===== src/rtl/alu_seq_if.sv =====
// alu_seq_if: request/response bundle for the sequential ALU.
//   master side (issuer)  drives in_valid, a, b, is_shift, scode, acode,
//                         flag_clr, out_ready; observes in_ready and results.
//   slave side (alu_seq)  drives in_ready, out_valid, r, carry_out, overflow,
//                         negative, zero, c_flag.
interface alu_seq_if #(
  parameter int WIDTH = 8
);
  logic             in_valid;
  logic             in_ready;
  logic [WIDTH-1:0] a;
  logic [WIDTH-1:0] b;
  logic             is_shift;
  logic [1:0]       scode;
  logic [2:0]       acode;
  logic             flag_clr;
  logic             out_valid;
  logic             out_ready;
  logic [WIDTH-1:0] r;
  logic             carry_out;
  logic             overflow;
  logic             negative;
  logic             zero;
  logic             c_flag;

  modport master (
    output in_valid, a, b, is_shift, scode, acode, flag_clr, out_ready,
    input  in_ready, out_valid, r, carry_out, overflow, negative, zero, c_flag
  );

  modport slave (
    input  in_valid, a, b, is_shift, scode, acode, flag_clr, out_ready,
    output in_ready, out_valid, r, carry_out, overflow, negative, zero, c_flag
  );
endinterface


===== src/rtl/alu_seq.sv =====
// alu_seq: handshaked WIDTH-bit ALU with an internal carry flag and a
// 1-bit-per-cycle serial shifter.
//   clk, rst_n  clock (rising edge), asynchronous active-low reset
//   bus         alu_seq_if slave port:
//                 in_valid/in_ready   request handshake
//                 a, b                operands (b low SHAMT_W bits = shift amount)
//                 is_shift/scode/acode operation select
//                 flag_clr            clears the internal carry flag C
//                 out_valid/out_ready result handshake
//                 r, carry_out, overflow, negative, zero  registered result/flags
//                 c_flag              current C flag
module alu_seq #(
  parameter int WIDTH   = 8,
  parameter int SHAMT_W = $clog2(WIDTH)
) (
  input logic     clk,
  input logic     rst_n,
  alu_seq_if.slave bus
);

  typedef enum logic [1:0] {IDLE, SHIFT, DONE} state_t;
  typedef enum logic [1:0] {SH_SLL, SH_SRA, SH_ROR, SH_ROL} sop_t;
  typedef enum logic [2:0] {
    OP_ADD, OP_ADC, OP_SUB, OP_SBC, OP_AND, OP_OR, OP_XOR, OP_NOT
  } aop_t;

  state_t             state, state_d;
  sop_t               sop;
  logic [WIDTH-1:0]   work;
  logic [SHAMT_W-1:0] cnt;
  logic [WIDTH-1:0]   r_q;
  logic               carry_q, ovf_q, neg_q, zero_q, c_q;

  logic               accept;
  logic [SHAMT_W-1:0] shamt;
  aop_t               aop;

  logic [WIDTH-1:0]   b_op;
  logic               c_in;
  logic [WIDTH:0]     sum;
  logic [WIDTH-1:0]   alu_r;
  logic               alu_c, alu_v;

  logic [WIDTH-1:0]   sh_next;
  logic               sh_bit;

  assign bus.in_ready  = (state == IDLE) || (state == DONE && bus.out_ready);
  assign bus.out_valid = (state == DONE);
  assign bus.r         = r_q;
  assign bus.carry_out = carry_q;
  assign bus.overflow  = ovf_q;
  assign bus.negative  = neg_q;
  assign bus.zero      = zero_q;
  assign bus.c_flag    = c_q;

  assign accept = bus.in_valid && bus.in_ready;
  assign shamt  = bus.b[SHAMT_W-1:0];
  assign aop    = aop_t'(bus.acode);

  // Arithmetic is one adder: subtraction inverts b, and the carry-in is
  // 0 (ADD), 1 (SUB) or C (ADC/SBC). flag_clr forces C to 0 for this op.
  always_comb begin
    // NOTE: every always_comb output gets a default first so no path leaves
    // it unassigned, which would otherwise infer a latch.
    alu_r = '0;
    alu_c = 1'b0;
    alu_v = 1'b0;
    b_op  = bus.acode[1] ? ~bus.b : bus.b;
    c_in  = bus.acode[0] ? (c_q && !bus.flag_clr) : bus.acode[1];
    sum   = {1'b0, bus.a} + {1'b0, b_op} + {{WIDTH{1'b0}}, c_in};
    unique case (aop)
      OP_ADD, OP_ADC, OP_SUB, OP_SBC: begin
        alu_r = sum[WIDTH-1:0];
        alu_c = sum[WIDTH];
        // Same-sign operands producing a different-sign result.
        alu_v = (bus.a[WIDTH-1] == b_op[WIDTH-1]) &&
                (sum[WIDTH-1] != bus.a[WIDTH-1]);
      end
      OP_AND:  alu_r = bus.a & bus.b;
      OP_OR:   alu_r = bus.a | bus.b;
      OP_XOR:  alu_r = bus.a ^ bus.b;
      OP_NOT:  alu_r = ~bus.a;
      default: alu_r = '0;
    endcase
  end

  // One step of the serial shifter; sh_bit is the bit leaving the word.
  always_comb begin
    sh_next = work;
    sh_bit  = 1'b0;
    unique case (sop)
      SH_SLL: begin
        sh_next = {work[WIDTH-2:0], 1'b0};
        sh_bit  = work[WIDTH-1];
      end
      SH_SRA: begin
        sh_next = {work[WIDTH-1], work[WIDTH-1:1]};
        sh_bit  = work[0];
      end
      SH_ROR:  sh_next = {work[0], work[WIDTH-1:1]};
      SH_ROL:  sh_next = {work[WIDTH-2:0], work[WIDTH-1]};
      default: sh_next = work;
    endcase
  end

  always_comb begin
    state_d = state;
    unique case (state)
      IDLE, DONE: begin
        if (accept) begin
          state_d = (bus.is_shift && shamt != '0) ? SHIFT : DONE;
        end else if (state == DONE && bus.out_ready) begin
          state_d = IDLE;
        end
      end
      SHIFT:   if (cnt == SHAMT_W'(1)) state_d = DONE;
      default: state_d = IDLE;
    endcase
  end

  always_ff @(posedge clk or negedge rst_n) begin
    // NOTE: sequential state uses non-blocking assignments so every register
    // samples pre-edge values regardless of statement order.
    if (!rst_n) state <= IDLE;
    else        state <= state_d;
  end

  always_ff @(posedge clk or negedge rst_n) begin
    if (!rst_n) begin
      sop     <= SH_SLL;
      work    <= '0;
      cnt     <= '0;
      r_q     <= '0;
      carry_q <= 1'b0;
      ovf_q   <= 1'b0;
      neg_q   <= 1'b0;
      zero_q  <= 1'b0;
      c_q     <= 1'b0;
    end else begin
      if (accept) begin
        if (bus.is_shift) begin
          if (shamt == '0) begin
            r_q     <= bus.a;
            carry_q <= 1'b0;
            ovf_q   <= 1'b0;
            neg_q   <= bus.a[WIDTH-1];
            zero_q  <= (bus.a == '0);
          end else begin
            // The previous result stays on r; out_valid is low while shifting.
            work <= bus.a;
            cnt  <= shamt;
            sop  <= sop_t'(bus.scode);
          end
        end else begin
          r_q     <= alu_r;
          carry_q <= alu_c;
          ovf_q   <= alu_v;
          neg_q   <= alu_r[WIDTH-1];
          zero_q  <= (alu_r == '0);
        end
      end else if (state == SHIFT) begin
        work <= sh_next;
        cnt  <= cnt - SHAMT_W'(1);
        if (cnt == SHAMT_W'(1)) begin
          r_q     <= sh_next;
          carry_q <= (sop == SH_SLL || sop == SH_SRA) ? sh_bit : 1'b0;
          ovf_q   <= 1'b0;
          neg_q   <= sh_next[WIDTH-1];
          zero_q  <= (sh_next == '0);
        end
      end

      // C follows arithmetic results only; otherwise flag_clr clears it.
      if (accept && !bus.is_shift && !bus.acode[2]) c_q <= alu_c;
      else if (bus.flag_clr)                         c_q <= 1'b0;
    end
  end

endmodule


===== src/flat_wrapper.sv =====
// flat-port wrapper written by rule: the top's interface ports become plain ports
module alu_seq_flat 
#(
  parameter int WIDTH   = 8,
  parameter int SHAMT_W = $clog2(WIDTH)
)
  (clk, rst_n, bus_in_valid, bus_a, bus_b, bus_is_shift, bus_scode, bus_acode, bus_flag_clr, bus_out_ready, bus_in_ready, bus_out_valid, bus_r, bus_carry_out, bus_overflow, bus_negative, bus_zero, bus_c_flag);
  alu_seq_if #(.WIDTH(WIDTH)) bus_i ();
  input logic clk;
  input logic rst_n;
  input wire logic [$bits(bus_i.in_valid)-1:0] bus_in_valid;
  input wire logic [$bits(bus_i.a)-1:0] bus_a;
  input wire logic [$bits(bus_i.b)-1:0] bus_b;
  input wire logic [$bits(bus_i.is_shift)-1:0] bus_is_shift;
  input wire logic [$bits(bus_i.scode)-1:0] bus_scode;
  input wire logic [$bits(bus_i.acode)-1:0] bus_acode;
  input wire logic [$bits(bus_i.flag_clr)-1:0] bus_flag_clr;
  input wire logic [$bits(bus_i.out_ready)-1:0] bus_out_ready;
  output wire logic [$bits(bus_i.in_ready)-1:0] bus_in_ready;
  output wire logic [$bits(bus_i.out_valid)-1:0] bus_out_valid;
  output wire logic [$bits(bus_i.r)-1:0] bus_r;
  output wire logic [$bits(bus_i.carry_out)-1:0] bus_carry_out;
  output wire logic [$bits(bus_i.overflow)-1:0] bus_overflow;
  output wire logic [$bits(bus_i.negative)-1:0] bus_negative;
  output wire logic [$bits(bus_i.zero)-1:0] bus_zero;
  output wire logic [$bits(bus_i.c_flag)-1:0] bus_c_flag;
  assign bus_i.in_valid = bus_in_valid;
  assign bus_i.a = bus_a;
  assign bus_i.b = bus_b;
  assign bus_i.is_shift = bus_is_shift;
  assign bus_i.scode = bus_scode;
  assign bus_i.acode = bus_acode;
  assign bus_i.flag_clr = bus_flag_clr;
  assign bus_i.out_ready = bus_out_ready;
  assign bus_in_ready = bus_i.in_ready;
  assign bus_out_valid = bus_i.out_valid;
  assign bus_r = bus_i.r;
  assign bus_carry_out = bus_i.carry_out;
  assign bus_overflow = bus_i.overflow;
  assign bus_negative = bus_i.negative;
  assign bus_zero = bus_i.zero;
  assign bus_c_flag = bus_i.c_flag;
  alu_seq #(.WIDTH(WIDTH), .SHAMT_W(SHAMT_W)) u_core (.clk(clk), .rst_n(rst_n), .bus(bus_i));
endmodule

===== config.mk =====
export PLATFORM = sky130hd
export DESIGN_NAME = alu_seq_flat
export DESIGN_NICKNAME = d
export VERILOG_FILES = /design/src/rtl/alu_seq_if.sv /design/src/rtl/alu_seq.sv /design/src/flat_wrapper.sv
export SDC_FILE = /design/constraint.sdc
export NUM_CORES = 1
export LEC_CHECK = 0
export CORE_MARGIN = 8
export CORE_UTILIZATION = 40
export CTS_BUF_LIST = sky130_fd_sc_hd__clkbuf_2 sky130_fd_sc_hd__clkbuf_4 sky130_fd_sc_hd__clkbuf_8
export CTS_CLUSTER_SIZE = 30
export DETAILED_ROUTE_END_ITERATION = 10
export PLACE_DENSITY = 0.59
export SYNTH_ARGS = -nofsm -noshare
export SYNTH_HDL_FRONTEND = slang
export SYNTH_SLANG_ARGS = --single-unit

===== constraint.sdc =====
create_clock -name clk -period 3.4 [get_ports clk]
set_clock_uncertainty 0.15 [all_clocks]
set_input_delay 0.68 -clock clk [delete_from_list [all_inputs] [get_ports clk]]
set_output_delay 0.68 -clock clk [all_outputs]
set_load 0.05 [all_outputs]

==> results.py, run 1 <==
metrics = {
    "run_status": {
        "status": "complete, no violations",
    },
    "clocking": {
        "cts-htree-levels": 1,
        "cts_buffer_depth": 2,
        "post_cts_buffers": 0,
        "cts_root_buf": "clkbuf_8",
        "clk_latency_ns": 0.27,
        "cts.sinks": 27,
        "clk_pin_slew_ns": 0.09,
        "cts_inserted_buffers": 3,
        "cts_tree": "yes",
    },
    "critical_path": {
        "crit_buf_inv": 2,
        "path_max_fanout": 4,
        "cpPeakStageDelay_ns": 0.51,
        "crit_family": "compound AO/OA/AOI/OAI gates",
        "cp_cell_sequence": "clkdlybuf4s50_1 -> xnor2_2 -> fa_1 -> inv_1 -> fa_1 -> a211o_1 -> a21oi_2 -> mux2i_1 -> o21ai_1 -> nand4bb_1 -> o31ai_2",
        "criticalPathCategory": "in2reg",
        "arrival_ns": 3.27,
        "cp_slowest_cell": "clkdlybuf4s50_1",
        "worstPathRequired_ns": 3.44,
        "start_kind": "input port",
        "crit_top_cell": "fa_1",
        "critPathCaptureType": "flop",
    },
    "sta": {
        "tightest_slew_ns": 0.639,
        "finalCriticalPeriod_ns": 3.23,
        "slew_headroom": 0.572,
        "report.final.slew_viol_count": 0,
        "hold_viol": 0,
        "grt_setup_unrepaired": "no",
        "fmax_mhz": 309,
        "setup_ws_ns": 0.167,
        "final.period_utilization": 0.951,
        "final-setup-viol-count": 0,
        "hold_slack_ns": 0.391,
    },
    "die": {
        "fp.dieW_um": 97.6,
        "coreArea_um2": 6390,
        "io_pins": 42,
        "row_count": 29,
        "start_util": 0.417,
        "dieArea_um2": 9530,
        "fp.dieH_um": 97.6,
    },
    "power_and_ir_drop": {
        "power_mw": 2.32,
        "irDropWorstVdd_mv": 0.442,
        "cellLeakagePower_nw": 1.54,
        "power.density_nw_per_um2": 689,
    },
    "drt": {
        "wire_per_inst_um": 16.2,
        "wl_um": 7260,
        "drc": 0,
        "drt_iter0_markers": 108,
        "first_pass_iters": 5,
        "ant_nets": 0,
        "via_count": 2421,
        "viasPerCell": 5.39,
    },
    "place": {
        "place.gp.congestion": 0.859,
        "place_hpwl_um": 5990,
        "post-place-ws_ns": -0.219,
        "placedCellCount": 445,
        "port_buffers": 41,
    },
    "global_routing": {
        "antenna_found_initial": 0,
        "first_global_vias": 2472,
        "overflow": 0,
        "grt_max_degree": 28,
        "grt_pass1_wl_um": 12500,
        "grt.total_usage": 0.155,
    },
    "synth": {
        "synth-seq-cells": 27,
        "synth-main-ff-cell": "dfrtp_1",
        "synth-edff-count": 0,
        "synthesis.nets": 369,
        "ys_seq_area_frac": 0.254,
        "ys_warn_count": 0,
        "async_flop_share": 1.00,
        "netlist_instances": 314,
        "synthDistinctLibCells": 55,
        "syn_area_um2": 2670,
        "synth_area_per_cell_um2": 8.49,
    },
    "finish": {
        "fin_util": 0.526,
        "num_antenna_cells": 0,
        "drive_gt1_frac": 0.153,
        "syn_to_final_growth_pct": 26.2,
        "stdcell_count": 449,
        "fin_nets": 428,
    },
    "flow_run": {
        "drv_cap": 0,
    },
    "hold_path": {
        "hp-class": "reg2reg",
    },
}
logic make-up (layout without fill, tap and decap cells):
family                     Yosys count  in the layout  share of synthesized area
AOI/OAI and AO/OA                   91             91                      0.218
muxes                               21             21                      0.114
and+or+nand+nor                     78             78                      0.141
DFF                                 27             27                      0.254
adders and majority gates           28             28                      0.137
xor gates and xnor gates            12             12                     0.0465
buffers and inverters               57            115                     0.0897
cell type report:
class,count,area [µm²]
timing repair buffer,70,626
clock buffer,4,48.8
fill,635,3020
sequential,27,676
multi-input combinational,230,1760
tap,77,96.3
inverter,41,154
synth_stat cells, drive strengths merged (4+ instances only):
master  instances  area, µm²
a211oi          9       67.6
o211ai          6       45.0
a21oi          22        110
mux2            5       56.3
o21a            4       30.0
o21ai          26        134
nor2           26       97.6
clkbuf          8       30.0
xor2           10        106
ha             26        325
nand3           9       45.0
nand2          19       71.3
dfrtp          27        676
mux2i           9       90.1
nand2b          4       25.0
inv            41        154
buf             8       55.1
mux4            7        158
metrics by stage:
step           TNS, ns  cell area, µm²
6_report             0            3360
5_1_grt              0            3360
4_1_cts              0            3350
3_5_place_dp    -0.672            3300
3_3_place_gp    -0.441            3300
2_1_floorplan        0            2670
repair_timing:
action	CTS	global route
gates resized for setup	0	2
endpoints found under the hold margin	0	0
hold buffers	0	0
setup endpoints to repair	0	3
worst register-to-register path, delay by kind of cell (launching register included):
kind / cells / cell delay, ns
compound gates: 4 / 0.79
fa+ha+maj: 2 / 0.55
flops: 1 / 0.39
mux: 2 / 0.37
simple gates: 2 / 0.31
buf+inv: 1 / 0.05
cell usage in the layout (no fill, tap or decap), types with 3 or more instances in the layout:
cell type and count:
a21o_1 3, a31oi_1 3, nand3b_1 3, o21ai_0 17, ha_1 26, o21a_1 4, nand2_1 19, inv_1 37
xor2_1 9, a21oi_1 21, mux4_2 7, o21ai_1 8, clkbuf_8 3, nand2b_1 4, inv_2 4, a211oi_1 9
nor3_1 3, nand3_1 9, a211o_1 3, o211ai_1 6, clkdlybuf4s50_1 40, mux2_2 4, nor2b_1 3, mux2i_1 9
dfrtp_1 27, nor2_1 26, buf_4 30
power breakdown:
group | total, mW | switching [mW] | internal [mW] | leakage [nW]
clock network | 0.193 | 0.101 | 0.0920 | 0.0262
logic | 1.47 | 0.874 | 0.600 | 1.21
registers | 0.650 | 0.180 | 0.471 | 0.309
total | 2.32 | 1.16 | 1.16 | 1.54
state kept, by name, summed over array words and instances (netlist names):
| name | count |
|---|---|
| u_core.bus.r | 8 |
| u_core.bus.zero | 1 |
| u_core.work | 8 |
| u_core.bus.c_flag | 1 |
| u_core.state | 2 |
| u_core.bus.overflow | 1 |
| u_core.bus.carry_out | 1 |
| u_core.sop | 2 |
| u_core.cnt | 3 |
final timing paths:
kind | from | end | slack (ns) | cells after the start
min | u_core.cnt[1] | u_core.cnt[1] | 0.39 | 2
min in group asynchronous | rst_n | u_core.sop[1] | 0.63 | 2
max | bus_acode[1] | u_core.bus.zero | 0.17 | 11
max in group asynchronous | rst_n | u_core.bus.r[0] | 2.20 | 2
max reg2reg | u_core.bus.c_flag | u_core.bus.zero | 0.70 | 11
min reg2reg | u_core.cnt[1] | u_core.cnt[1] | 0.39 | 2
metal layers:
| layer | track usage | vias to the layer above | routed length, µm |
|---|---|---|---|
| met4 | 0.0361 | 0 | 64 |
| met3 | 0.0149 | 5 | 267 |
| met2 | 0.265 | 55 | 3540 |
| met5 | 0 | - | 0 |
| met1 | 0.203 | 1147 | 3390 |
| li1 | - | 1214 | - |
Power figures use the tool's default switching activity.
==> inputs of run 2 (changes only) <==
--- a/config.mk
+++ b/config.mk
@@ -6,11 +6,11 @@
 export NUM_CORES = 1
 export LEC_CHECK = 0
 export CORE_MARGIN = 8
-export CORE_UTILIZATION = 40
+export CORE_UTILIZATION = 30
 export CTS_BUF_LIST = sky130_fd_sc_hd__clkbuf_2 sky130_fd_sc_hd__clkbuf_4 sky130_fd_sc_hd__clkbuf_8
 export CTS_CLUSTER_SIZE = 30
 export DETAILED_ROUTE_END_ITERATION = 10
-export PLACE_DENSITY = 0.59
+export PLACE_DENSITY = 0.47
 export SYNTH_ARGS = -nofsm -noshare
 export SYNTH_HDL_FRONTEND = slang
 export SYNTH_SLANG_ARGS = --single-unit
==> results.py, run 2 (synthesis gave the netlist of run 1 again) <==
metrics = {
    "hold_path": {
        "whs_path_depth": 2,
        "hp-class": "reg2reg",
    },
    "critical_path": {
        "start_kind": "input port",
        "critPathCaptureType": "flop",
        "worstPathRequired_ns": 3.42,
        "crit_top_cell": "a211o_1",
        "crit_family": "compound AO/OA/AOI/OAI gates",
        "criticalPathCategory": "in2reg",
        "reg2reg_depth": 12,
        "path_max_fanout": 3,
        "cpPeakStageDelay_ns": 0.46,
        "crit_buf_inv": 3,
        "arrival_ns": 3.24,
        "cp_slowest_cell": "clkdlybuf4s50_1",
        "cp_cell_sequence": "clkdlybuf4s50_1 -> nand2b_4 -> mux2_2 -> fa_1 -> inv_1 -> fa_2 -> a211o_1 -> a21oi_2 -> buf_4 -> o21bai_1 -> a211o_1 -> o211ai_1 -> a31oi_1",
        "crit_cells": 13,
    },
    "clocking": {
        "clk_latency_ns": 0.28,
        "cts_inserted_buffers": 3,
        "cts_root_buf": "clkbuf_8",
        "cts.sinks": 27,
        "cts_tree": "yes",
        "clk_pin_slew_ns": 0.10,
        "cts-htree-levels": 1,
        "cts_buffer_depth": 2,
        "cts_hold_buf": 0,
    },
    "global_routing": {
        "overflow": 0,
        "grt_pass1_wl_um": 12600,
        "grt_max_degree": 28,
        "first_global_vias": 2467,
        "antenna_found_initial": 0,
        "grt.total_usage": 0.131,
    },
    "drt": {
        "drt_iter0_markers": 72,
        "via_count": 2426,
        "wire_per_inst_um": 15.7,
        "first_pass_iters": 4,
        "ant_nets": 0,
        "wl_um": 7590,
        "drc": 0,
        "viasPerCell": 5.02,
    },
    "finish": {
        "final_cell_mix": "clkdlybuf4s50_1 (39), inv_1 (37), buf_4 (31), dfrtp_1 (27)",
        "drive_gt1_frac": 0.165,
        "design_area_um2": 3450,
        "final_common_cell": "clkdlybuf4s50_1",
        "num_antenna_cells": 0,
        "n_fill_cell": 939,
        "syn_to_final_growth_pct": 29.4,
        "fin_nets": 431,
    },
    "sta": {
        "finalCriticalPeriod_ns": 3.22,
        "report.final.slew_viol_count": 0,
        "hold_slack_ns": 0.382,
        "hold_viol": 0,
        "grt_setup_unrepaired": "no",
        "final.period_utilization": 0.946,
        "tightest_slew_ns": 0.567,
        "fmax_mhz": 311,
        "slew_headroom": 0.621,
        "final-setup-viol-count": 0,
    },
    "die": {
        "io_pins": 42,
        "coreArea_um2": 8680,
        "row_count": 34,
        "dieArea_um2": 12200,
        "start_util": 0.307,
        "fp.dieW_um": 110,
        "fp.dieH_um": 110,
    },
    "power_and_ir_drop": {
        "seqPwrFrac": 0.277,
        "swShare": 0.499,
        "p_int_mw": 1.16,
        "combPwrFrac": 0.641,
        "power.density_nw_per_um2": 674,
        "cellLeakagePower_nw": 1.57,
        "irDropWorstVdd_mv": 0.212,
        "power_frac_clock": 0.082,
        "p_sw_mw": 1.16,
    },
    "place": {
        "postPlaceCellArea_um2": 3370,
        "place_hpwl_um": 6240,
        "port_buffers": 41,
        "place.gp.congestion": 0.800,
    },
    "run_status": {
        "status": "complete, no violations",
    },
    "flow_run": {
        "drv_cap": 0,
    },
}
run 2: cell type report:
cell class / count / area [µm²] / share of cell area
tap: 108 / 135 / 0.0392
timing repair buffer: 73 / 667 / 0.193
clock inverter: 1 / 5.00 / 0.00145
sequential: 27 / 676 / 0.196
inverter: 41 / 154 / 0.0446
clock buffer: 3 / 41.3 / 0.0120
multi-input combinational: 230 / 1770 / 0.514
run 2: metal layers:
metal  global-route usage  vias up  wire length [µm]
met5                    0        -                 0
met4               0.0343        0                68
met3               0.0122        4               179
met2                0.220       34              3590
met1                0.176     1164              3750
li1                     -     1224                 -
run 2: worst paths after layout:
path,startpoint,endpoint,slack (ns)
setup / recovery,bus_flag_clr,u_core.bus.carry_out,0.18
max in group asynchronous,rst_n,u_core.work[1],2.21
setup reg to reg,u_core.bus.c_flag,u_core.bus.carry_out,0.66
hold reg to reg,u_core.bus.overflow,u_core.bus.overflow,0.38
min in group asynchronous,rst_n,u_core.bus.r[0],0.62
hold / removal,u_core.bus.overflow,u_core.bus.overflow,0.38
run 2: timing repair:
item | 4_1_cts | 5_1_grt
buffers inserted | 0 | 1
endpoints found under the setup margin | 0 | 4
resized for setup | 0 | 7
run 2: metrics by stage:
stage               setup TNS [ns]  total power, mW  setup slack, ns  utilization  instances
floorplan                        0             1.68            0.149            -        314
global placement            -0.882             2.14           -0.185        0.388        478
detailed placement           -1.06             2.15           -0.234        0.388        478
CTS                              0             2.34           0.0436        0.393        482
global route                     0             2.54           0.0167        0.397        483
finish                           0             2.33            0.183        0.397        483
run 2: tightest hold or removal path, cell delays in order (launching register included):
cell     delay (ns)
dfrtp_1        0.39
inv_1          0.06
o21ai_1        0.06
run 2: power groups by stage:
stage               clock, mW  combinational [mW]  sequential (mW)
floorplan                   0               0.880            0.798
global placement            0                1.48            0.655
detailed placement          0                1.49            0.653
CTS                     0.196                1.50            0.645
global route            0.210                1.65            0.674
finish                  0.191                1.49            0.644
